**src/rtl/control_subcmd_rectwriter.sv**
```systemverilog
// ----------------------------------------------------------------------------
// control_subcmd_rectwriter
//
// Rectangle-fill engine. On a request it latches a fill colour and a
// rectangle (x1, y1, width, height) and then streams one framebuffer byte per
// clock to the RAM write port. Bytes are ordered pixel-byte first (MSB byte
// down to byte 0), then column, then row. Addresses wrap modulo the address
// field width, so there is no clipping. Completion is signalled with a done
// level that stays high until the issuing stage acknowledges it.
//
// Ports
//   clk               in   memory-domain clock
//   reset             in   synchronous, active-high reset
//   enable            in   fill request level; must stay high for the fill
//   ack               in   completion acknowledge (only honoured in DONE)
//   x1, y1            in   start column / start row
//   width, height     in   rectangle size; 0 encodes the full panel size
//   color             in   fill colour, MSB byte is pixel byte index BPP-1
//   row, column       out  write address
//   pixel             out  byte-within-pixel select
//   data_out          out  write data byte
//   ram_write_enable  out  write strobe, one byte per high cycle
//   ram_access_start  out  pulse on the first write of a fill
//   done              out  fill complete, held until ack
// ----------------------------------------------------------------------------
module control_subcmd_rectwriter #(
    parameter int BYTES_PER_PIXEL           = 2,
    parameter int PIXEL_WIDTH               = 64,
    parameter int PIXEL_HEIGHT              = 32,
    parameter int NUM_COLUMN_ADDRESS_BITS   = 6,
    parameter int NUM_ROW_ADDRESS_BITS      = 5,
    parameter int NUM_PIXELCOLORSELECT_BITS = 1
) (
    input  logic                                 clk,
    input  logic                                 reset,
    input  logic                                 enable,
    input  logic                                 ack,
    input  logic [NUM_COLUMN_ADDRESS_BITS-1:0]   x1,
    input  logic [NUM_ROW_ADDRESS_BITS-1:0]      y1,
    input  logic [NUM_COLUMN_ADDRESS_BITS-1:0]   width,
    input  logic [NUM_ROW_ADDRESS_BITS-1:0]      height,
    input  logic [BYTES_PER_PIXEL*8-1:0]         color,
    output logic [NUM_ROW_ADDRESS_BITS-1:0]      row,
    output logic [NUM_COLUMN_ADDRESS_BITS-1:0]   column,
    output logic [NUM_PIXELCOLORSELECT_BITS-1:0] pixel,
    output logic [7:0]                           data_out,
    output logic                                 ram_write_enable,
    output logic                                 ram_access_start,
    output logic                                 done
);

    localparam int CW = NUM_COLUMN_ADDRESS_BITS;
    localparam int RW = NUM_ROW_ADDRESS_BITS;
    localparam int PW = NUM_PIXELCOLORSELECT_BITS;
    localparam int DW = BYTES_PER_PIXEL * 8;
    localparam int PIX_TOP_I = BYTES_PER_PIXEL - 1;

    // Size counters are one bit wider than the fields so that a zero field can
    // be expanded to the full panel dimension.
    localparam logic [CW:0]   FULL_W  = PIXEL_WIDTH[CW:0];
    localparam logic [RW:0]   FULL_H  = PIXEL_HEIGHT[RW:0];
    localparam logic [CW:0]   ONE_W   = 1;
    localparam logic [RW:0]   ONE_H   = 1;
    localparam logic [PW-1:0] ONE_P   = 1;
    localparam logic [PW-1:0] PIX_TOP = PIX_TOP_I[PW-1:0];

    typedef enum logic [1:0] {
        S_IDLE  = 2'd0,
        S_WRITE = 2'd1,
        S_DONE  = 2'd2,
        S_REARM = 2'd3
    } state_t;

    state_t          state_q, state_d;
    logic [DW-1:0]   color_q, color_d;
    logic [CW-1:0]   x1_q, x1_d;
    logic [RW-1:0]   y1_q, y1_d;
    logic [CW:0]     w_q, w_d;
    logic [RW:0]     h_q, h_d;
    logic [CW:0]     col_off_q, col_off_d;
    logic [RW:0]     row_off_q, row_off_d;
    logic [PW-1:0]   pix_q, pix_d;
    logic [RW-1:0]   row_q, row_d;
    logic [CW-1:0]   column_q, column_d;
    logic [7:0]      data_q, data_d;
    logic            we_q, we_d;
    logic            start_q, start_d;
    logic            done_q, done_d;

    logic            last_pix, last_col, last_row;

    // Pick the colour byte addressed by a pixel byte index.
    function automatic logic [7:0] byte_sel(input logic [DW-1:0] c,
                                            input logic [PW-1:0] p);
        logic [7:0] r;
        r = '0;
        for (int i = 0; i < BYTES_PER_PIXEL; i++) begin
            if (p == i[PW-1:0]) r = c[i*8 +: 8];
        end
        return r;
    endfunction

    assign last_pix = (pix_q == '0);
    assign last_col = (col_off_q == (w_q - ONE_W));
    assign last_row = (row_off_q == (h_q - ONE_H));

    always_comb begin
        state_d   = state_q;
        color_d   = color_q;
        x1_d      = x1_q;
        y1_d      = y1_q;
        w_d       = w_q;
        h_d       = h_q;
        col_off_d = col_off_q;
        row_off_d = row_off_q;
        pix_d     = pix_q;
        row_d     = row_q;
        column_d  = column_q;
        data_d    = data_q;
        we_d      = 1'b0;
        start_d   = 1'b0;
        done_d    = 1'b0;

        case (state_q)
            S_IDLE: begin
                if (enable) begin
                    color_d   = color;
                    x1_d      = x1;
                    y1_d      = y1;
                    w_d       = (width  == '0) ? FULL_W : {1'b0, width};
                    h_d       = (height == '0) ? FULL_H : {1'b0, height};
                    col_off_d = '0;
                    row_off_d = '0;
                    // First byte is presented straight from the inputs so the
                    // write lands on the cycle after enable is sampled.
                    pix_d     = PIX_TOP;
                    row_d     = y1;
                    column_d  = x1;
                    data_d    = byte_sel(color, PIX_TOP);
                    we_d      = 1'b1;
                    start_d   = 1'b1;
                    state_d   = S_WRITE;
                end
            end

            S_WRITE: begin
                if (!enable) begin
                    // Abort: stop writing, no done, address outputs hold.
                    state_d = S_IDLE;
                end else if (last_pix && last_col && last_row) begin
                    state_d = S_DONE;
                    done_d  = 1'b1;
                end else begin
                    we_d = 1'b1;
                    if (!last_pix) begin
                        pix_d = pix_q - ONE_P;
                    end else begin
                        pix_d = PIX_TOP;
                        if (!last_col) begin
                            col_off_d = col_off_q + ONE_W;
                        end else begin
                            col_off_d = '0;
                            row_off_d = row_off_q + ONE_H;
                        end
                    end
                    // Offsets are truncated to the field width: wrap, no clip.
                    row_d    = y1_q + row_off_d[RW-1:0];
                    column_d = x1_q + col_off_d[CW-1:0];
                    data_d   = byte_sel(color_q, pix_d);
                end
            end

            S_DONE: begin
                if (ack) begin
                    state_d = S_REARM;
                end else begin
                    done_d = 1'b1;
                end
            end

            S_REARM: begin
                // A request left high after completion must not start a
                // second fill; wait for it to drop first.
                if (!enable) state_d = S_IDLE;
            end

            default: state_d = S_IDLE;
        endcase
    end

    always_ff @(posedge clk) begin
        if (reset) begin
            state_q   <= S_IDLE;
            color_q   <= '0;
            x1_q      <= '0;
            y1_q      <= '0;
            w_q       <= '0;
            h_q       <= '0;
            col_off_q <= '0;
            row_off_q <= '0;
            pix_q     <= '0;
            row_q     <= '0;
            column_q  <= '0;
            data_q    <= '0;
            we_q      <= 1'b0;
            start_q   <= 1'b0;
            done_q    <= 1'b0;
        end else begin
            state_q   <= state_d;
            color_q   <= color_d;
            x1_q      <= x1_d;
            y1_q      <= y1_d;
            w_q       <= w_d;
            h_q       <= h_d;
            col_off_q <= col_off_d;
            row_off_q <= row_off_d;
            pix_q     <= pix_d;
            row_q     <= row_d;
            column_q  <= column_d;
            data_q    <= data_d;
            we_q      <= we_d;
            start_q   <= start_d;
            done_q    <= done_d;
        end
    end

    assign row              = row_q;
    assign column           = column_q;
    assign pixel            = pix_q;
    assign data_out         = data_q;
    assign ram_write_enable = we_q;
    assign ram_access_start = start_q;
    assign done             = done_q;

endmodule

```
**config.mk**
```make
export PLATFORM = sky130hd
export DESIGN_NAME = control_subcmd_rectwriter
export DESIGN_NICKNAME = d
export VERILOG_FILES = /design/src/rtl/control_subcmd_rectwriter.sv
export SDC_FILE = /design/constraint.sdc
export NUM_CORES = 1
export LEC_CHECK = 0
export CORE_MARGIN = 4
export CORE_UTILIZATION = 31
export DETAILED_ROUTE_END_ITERATION = 16
export PLACE_DENSITY = 0.51
export SLEW_MARGIN = 20
export SYNTH_ARGS = -nofsm -noshare
export SYNTH_HDL_FRONTEND = slang
export SYNTH_SLANG_ARGS = --single-unit
```
**constraint.sdc**
```tcl
create_clock -name clk -period 7.85 [get_ports clk]
set_clock_uncertainty 0.05 [all_clocks]
set_input_delay 1.57 -clock clk [delete_from_list [all_inputs] [get_ports clk]]
set_output_delay 1.57 -clock clk [all_outputs]
set_load 0.1 [all_outputs]
```
Word-level counts from Yosys, hierarchy flattened
Cells that the tools add are included.
Storage, ports and cells
  output and inout port bits: 23
  register bits: 78
  logic and storage cells: 106
  input bits: 42
Operators by class
  equality and inequality tests: 13
  add/sub/neg operators: 7
  bitwise logic cells: 2
  reduce and logical (&&, ||, !) cells: 12
  muxes and demuxes: 55
Operators by type and width (number)
  2-to-1 mux 6 bit: 12
  2-to-1 mux 7 bit: 9
  2-to-1 mux 8 bit: 4
  one-hot mux 6 bit (2 select lines): 2
  one-hot mux 8 bit (2 select lines): 1
  2-to-1 mux 5 bit: 3
  != test 2 bit, second input constant: 7
  one-hot mux 7 bit (2 select lines): 1
  2-to-1 mux 1 bit: 13
  2-to-1 mux 2 bit: 5
  one-hot mux 5 bit (2 select lines): 1
  one-hot mux 2 bit (4 select lines): 1
  AND reduction 4 bit: 2
  adder 7 x 1 -> 7 bit, second input constant: 1
  == test 7 bit: 1
  subtractor 7 x 1 -> 7 bit, second input constant: 1
  adder 6 x 1 -> 6 bit, second input constant: 1
  adder 6 bit: 1
  == test 6 bit: 1
  logical NOT 6 bit: 1
  one-hot mux 1 bit (2 select lines): 3
  AND reduction 6 bit: 1
  subtractor 6 x 1 -> 6 bit, second input constant: 1
  adder 5 bit: 1
  12 further kinds: 15

Logic depth before layout (Yosys ltp)
Gate-level depths: netlist (run 1).
  depth in word-level cells: 11
  depth in mapped cells: 19
  gate-level depth less buffers: 17

Worst setup path before layout (run 1)
Ideal clock, no wire load.
  path kind: register to register
  from: register w_q[2]
  to: register row_q[4] (netlist: row[4])
  library setup time: 0.091 ns
  slack: 4.206 ns
  clock period less this slack: 3.644 ns
  path buffers: 2
  arrival: 3.503 ns
  cell stages (with the launch flop): 17
  data required time: 7.709 ns
  cell sequence: dfxtp_1 > or3_4 > or3_1 > a211oi_2 > a211o_1 > buf_6 > buf_2 > nand2_1 > nor2_1 > o21ai_0 > fa_1 > a21o_1 > a21oi_1 > xnor2_1 > a31oi_1 > nand3b_1 > a311oi_1
Between the ends
  cells in the longest elaborated chain, start to end: 11
  elaborated cells between the ends (all ways): 15
  those cells by class: add/sub: 2; eq/ne: 2; mux: 8; reduce/logical: 3
RTL lines
  from (decl): RTL line 78  | logic [CW:0] w_q, w_d;
  from (signal assigned): RTL line 213  | w_q <= w_d;
  subtractor 7 x 1 -> 7 bit *: RTL line 104  | assign last_col = (col_off_q == (w_q - ONE_W));
  == test 7 bit *: RTL line 104
  2-to-1 mux 6 bit: RTL line 159  | if (!last_col) begin
  2-to-1 mux 6 bit: RTL line 155  | if (!last_pix) begin
  2-to-1 mux 6 bit: RTL line 150  | end else if (last_pix && last_col && last_row) begin
  2-to-1 mux 6 bit: RTL line 147  | if (!enable) begin
  2-to-1 mux 6 bit: RTL line 124  | case (state_q)
  adder 5 bit: RTL line 167  | row_d = y1_q + row_off_d[RW-1:0];
  2-to-1 mux 5 bit: RTL line 150
  2-to-1 mux 5 bit: RTL line 147
  one-hot mux 5 bit (2 select lines): RTL line 124
  to (signal assigned): RTL line 218  | row_q <= row_d;
  to (decl): RTL line 83  | logic [RW-1:0] row_q, row_d;
Every way passes the cells marked *; elsewhere a longest branch is shown, timed or not. The select of a mux whose other input is x is not followed.
A chain may end at the register's enable or synchronous reset.

Worst setup path in the final report (run 1)
Ends and elaborated chain as after synthesis.

==> impl_metrics.json, run 1 <==
{
  "dieHeight_um": 126,
  "layout_common_cells": "nand2_1 (113), dfxtp_1 (78), a21oi_1 (74)",
  "layout.nets": 650,
  "maxCapViolations": 0,
  "grt.total_usage": 0.158,
  "avgSynthCellArea_um2": 7.98,
  "synth_seq_cells": 78,
  "dp_hpwl_um": 8400,
  "setup_viol": 0,
  "final_common_cell": "nand2_1",
  "synth_area_leader_cell": "dfxtp_1",
  "netlist_area_um2": 4320,
  "ys_types": 60,
  "dieArea_um2": 15900,
  "dr.max_layer_used": "met4",
  "dr_wl_met3_um": 693,
  "ys.warnings.count": 0,
  "wl_met2_um": 5830,
  "first_global_vias": 3908,
  "drv_slew": 0,
  "cts_max_path_buffers": 2,
  "area_delta_synth_final_pct": 24.8,
  "final_core_util": 0.401,
  "drive_above_1_share": 0.0556,
  "numCtsBuffers": 9,
  "nFillCells": 1427,
  "drt_iter0_drc": 201,
  "power_density_nw_per_um2": 216,
  "outcome": "finished clean",
  "seq_area_um2": 1560,
  "critPathLaunchType": "flop",
  "wl_per_cell_um": 16.1,
  "synth_nets": 603,
  "synth_cells": 542,
  "setup_tns_ps": 0,
  "numClockSinks": 78,
  "period_minus_slack_ps": 4170,
  "crit_type": "flop to flop",
  "ant_nets": 0,
  "cts_setup_buffers": 0,
  "drt-total-wl_um": 12400,
  "met1_length_um": 5780,
  "core_um2": 13500,
  "io_buffers": 64,
  "grt_pass1_wl_um": 20300,
  "finalWeightedCongestion": 0.854,
  "ctsHoldBuffers": 0,
  "clk_pin_slew_ps": 60,
  "synthArstFlopShare": 0,
  "antenna_found_initial": 0,
  "path_max_fanout": 18,
  "synth_area_leaders": "dfxtp_1 (36%), nand2_1 (9.8%), a21oi_1 (8.6%)",
  "cts_tree": "done",
  "power_mw": 1.17,
  "critPathArrivalTime_ps": 4380,
  "ios": 65,
  "vias": 4003,
  "worstSkewPairLatency_ps": 350,
  "hold_violations": 0,
  "cts.root.buffer_cell": "clkbuf_16",
  "max_slew_margin": 0.322,
  "via_per_inst": 5.20,
  "rsz0062_at_grt": "false",
  "fmax_mhz": 240,
  "synth_top_area_frac": 0.361,
  "cts_resized": 0,
  "endpoint_kind": "flop",
  "drc": 0,
  "start_util": 0.321,
  "hp-class": "flop to flop",
  "multi_input_area_um2": 2550,
  "leakagePower_nw": 2.04,
  "n_antenna_cell": 0,
  "grt_overflow_total": 0,
  "synth_edf_count": 0,
  "firstDrtPassIters": 4,
  "ys.flop_type": "dfxtp_1",
  "ys_seq_area_frac": 0.361,
  "timing.final.crit_share": 0.532,
  "fp.dieW_um": 126,
  "cts.htree.levels": 3,
  "rows": 42,
  "grt_max_degree": 72,
  "crit_required_ps": 8060,
  "ir_drop_mv": 0.127,
  "worstMarginPinSlew_ps": 1010
}
==> power breakdown <==
part / switching, mW / internal (mW)
combinational: 0.199 / 0.0938
clock: 0.175 / 0.255
sequential: 0.0207 / 0.423
total: 0.395 / 0.772
==> metal layers <==
metal / GRT usage / vias up
li1: - / 2024
met1: 0.204 / 1859
met2: 0.262 / 109
met3: 0.0495 / 11
met4: 0.0334 / 0
met5: 0 / -
==> final cells by class <==
type	count	area share
inverters	19	0.0132
repair buffers	72	0.129
clock inverters	5	0.0109
flip-flops and latches	78	0.289
well taps	176	0.0408
multi-input cells	409	0.472
clock buffers	11	0.0450
==> worst max-delay path, cell delays in order (launching register included) <==
cell and delay, ps:
dfxtp_1 340, or3_4 410, or3_1 360, a211oi_2 250, a211o_1 550, nand2_1 240
nor2_1 230, o21ai_0 170, fa_1 460, a21o_1 180, a21oi_1 170, xnor2_1 160
a31oi_1 60, nand3b_1 200, a311oi_1 250
==> cells in the mapped netlist (2+ instances only) <==
cell	number
nand2_1	113
dfxtp_1	78
a21oi_1	74
clkbuf_1	31
o21ai_0	23
nor2_1	20
inv_1	19
xnor2_1	19
ha_1	17
mux2i_1	15
o2111ai_1	11
a211oi_1	10
a31oi_1	9
nand4_1	9
nand3_1	8
xor2_1	8
nor3_1	6
nand2b_1	5
a21o_1	4
and3_1	4
or4_1	4
a211o_1	3
a22oi_1	3
nand4b_1	3
a311oi_1	2
and2_1	2
and4b_1	2
buf_1	2
buf_2	2
fa_1	2
nor4_1	2
o21a_1	2
o21ai_1	2
o221ai_1	2
==> logic make-up (layout without fill, tap and decap cells) <==
| logic type | after synthesis | count (layout) | share of synthesized area |
|---|---|---|---|
| AOI/OAI and AO/OA | 158 | 158 | 0.229 |
| xor gates and xnor gates | 28 | 28 | 0.0599 |
| adders and majority gates | 19 | 19 | 0.0584 |
| buffers and inverters | 55 | 107 | 0.0501 |
| DFF | 78 | 78 | 0.361 |
| muxes | 15 | 15 | 0.0347 |
| and+or+nand+nor | 189 | 189 | 0.207 |
==> worst paths after layout <==
kind	start	endpoint	slack, ps	cells after the start
worst min register to register	color_q[14]	color_q[14]	400	2
worst max register to register	w_q[2]	row[4]	3680	14
worst max-delay path	w_q[2]	row[4]	3680	14
worst min-delay path	color_q[14]	color_q[14]	400	2
==> per-stage QoR <==
step	setup slack [ps]	hold slack, ps	cells	instance area [um^2]
final	3680	403	770	5400
after global routing	3390	423	770	5400
after CTS	3670	405	770	5400
after detailed placement	3670	396	754	5090
after global placement	3790	391	754	5090
after floorplan	4210	386	542	4320
==> sequential cells by signal, summed over array words and instances, names as in the netlist, 5 cells and up, named ones only <==
| name | cells |
|---|---|
| h_q | 6 |
| x1_q | 6 |
| column | 6 |
| w_q | 7 |
| row_off_q | 6 |
| y1_q | 5 |
| col_off_q | 7 |
| data_out | 8 |
| color_q | 16 |
| row | 5 |
Note: power is estimated with default switching activity, not from simulation.
==> run 2, diff against run 1 <==
--- a/config.mk
+++ b/config.mk
@@ -8,7 +8,7 @@
 export CORE_MARGIN = 4
 export CORE_UTILIZATION = 31
 export DETAILED_ROUTE_END_ITERATION = 16
-export PLACE_DENSITY = 0.51
+export PLACE_DENSITY = 0.52
 export SLEW_MARGIN = 20
 export SYNTH_ARGS = -nofsm -noshare
 export SYNTH_HDL_FRONTEND = slang
==> constraint.sdc (replaced) <==
create_clock -name clk -period 3.5 [get_ports clk]
set_clock_uncertainty 0.05 [all_clocks]
set_input_delay 0.7 -clock clk [delete_from_list [all_inputs] [get_ports clk]]
set_output_delay 0.7 -clock clk [all_outputs]
set_load 0.1 [all_outputs]
==> impl_metrics.json, run 2 (synthesis results as in run 1) <==
{
  "drv_slew": 0,
  "grt_overflow_total": 0,
  "numCtsBuffers": 9,
  "layout_common_cells": "nand2_1 (111), dfxtp_1 (75), a21oi_1 (71)",
  "largest_register_ffs": 16,
  "fin_area_um2": 5740,
  "vias": 4147,
  "start_util": 0.321,
  "top_register": "color_q",
  "critPathLaunchType": "flop",
  "ant_nets": 0,
  "drive_above_1_share": 0.151,
  "path_max_fanout": 5,
  "power_density_nw_per_um2": 460,
  "firstDrtPassIters": 5,
  "dieArea_um2": 15900,
  "power_mw": 2.64,
  "cts_max_path_buffers": 2,
  "maxCapViolations": 0,
  "setup_viol": 0,
  "core_um2": 13500,
  "via_per_inst": 5.19,
  "critPathArrivalTime_ps": 3500,
  "hp-class": "flop to flop",
  "period_minus_slack_ps": 3310,
  "drt_iter0_drc": 202,
  "final_common_cell": "nand2_1",
  "clk_pin_slew_ps": 60,
  "dieHeight_um": 126,
  "layout.nets": 680,
  "io_buffers": 64,
  "wl_per_cell_um": 15.9,
  "antenna_found_initial": 0,
  "fmax_mhz": 302,
  "n_antenna_cell": 0,
  "cts.htree.levels": 3,
  "worstMarginPinSlew_ps": 999,
  "first_global_vias": 4136,
  "fp.dieW_um": 126,
  "grt_max_degree": 45,
  "worstSkewPairLatency_ps": 340,
  "numClockSinks": 78,
  "ios": 65,
  "place_area_um2": 5280,
  "drc": 0,
  "setup_tns_ps": 0,
  "outcome": "finished clean",
  "timing.final.crit_share": 0.946,
  "max_slew_margin": 0.332,
  "leakagePower_nw": 2.23,
  "endpoint_kind": "flop",
  "drt-total-wl_um": 12700,
  "final_core_util": 0.426,
  "cts.root.buffer_cell": "clkbuf_16",
  "ir_drop_mv": 0.252,
  "grt.total_usage": 0.160,
  "dp_hpwl_um": 8900,
  "hold_ws_ps": 402,
  "crit_type": "flop to flop",
  "area_delta_synth_final_pct": 32.6,
  "rows": 42,
  "cts_tree": "done",
  "finalWeightedCongestion": 0.850,
  "grt_pass1_wl_um": 20600,
  "hold_violations": 0,
  "crit_required_ps": 3700
}
## run 2: changes by cell type in the layout (fill, tap and decap cells not counted), moves of 3 or more
cell,delta
o21ai_0,-5
dfxtp_1,-3
a21oi_1,-3
dfxtp_2,+3
clkdlybuf4s50_1,-8
a21oi_2,+3
buf_4,+36
## run 2: area by class of cell
type | instances | area [um^2]
clock buffer | 12 | 246
fill | 1386 | 7720
inverter | 19 | 71.3
timing repair buffer | 102 | 908
tap | 176 | 220
multi-input combinational | 409 | 2680
sequential | 78 | 1570
clock inverter | 3 | 45.0
## run 2: stage by stage
step                      std cells  worst slack [ps]
after CTS                       796             -22.4
after floorplan                 542              6.33
after detailed placement        781              1.68
final                           799               191
after global placement          781              40.2
after global routing            799             -34.2
## run 2: timing repair
action,4_1_cts,5_1_grt
gates resized for setup,0,36
setup buffers,0,3
pin swaps,0,21
cloned,0,0
hold buffers,0,0
setup endpoints to repair,1,4
## run 2: power breakdown
part	leakage (nW)	switching, mW	internal [mW]
clock network	0.135	0.362	0.568
logic	1.45	0.476	0.245
registers	0.641	0.0402	0.949
total	2.23	0.878	1.76
## run 2: routing by layer
metal / wire, um / global-route usage / part of all wire
met1: 5760 / 0.205 / 0.45
met5: 0 / 0 / 0
met3: 577 / 0.0381 / 0.046
met4: 127 / 0.0574 / 0.010
met2: 6200 / 0.263 / 0.49
## run 2: critical path: stages, from the launching register on
cell and delay (ps):
dfxtp_1 310, or3_4 390, or3_4 350, a211oi_4 240, a211o_4 190, nand2_4 60, xnor2_1 140, ha_2 200
fa_2 340, a21o_1 170, a21oi_2 160, xnor2_2 130, a31oi_1 50, nand3b_1 170, a311oi_1 270
## run 2: path summary, 6_finish.rpt
check,from,endpoint,slack (ps),cells after the start
max reg2reg,w_q[2],row[4],190,14
min,color_q[8],color_q[8],400,2
min reg2reg,color_q[8],color_q[8],400,2
max,w_q[2],row[4],190,14
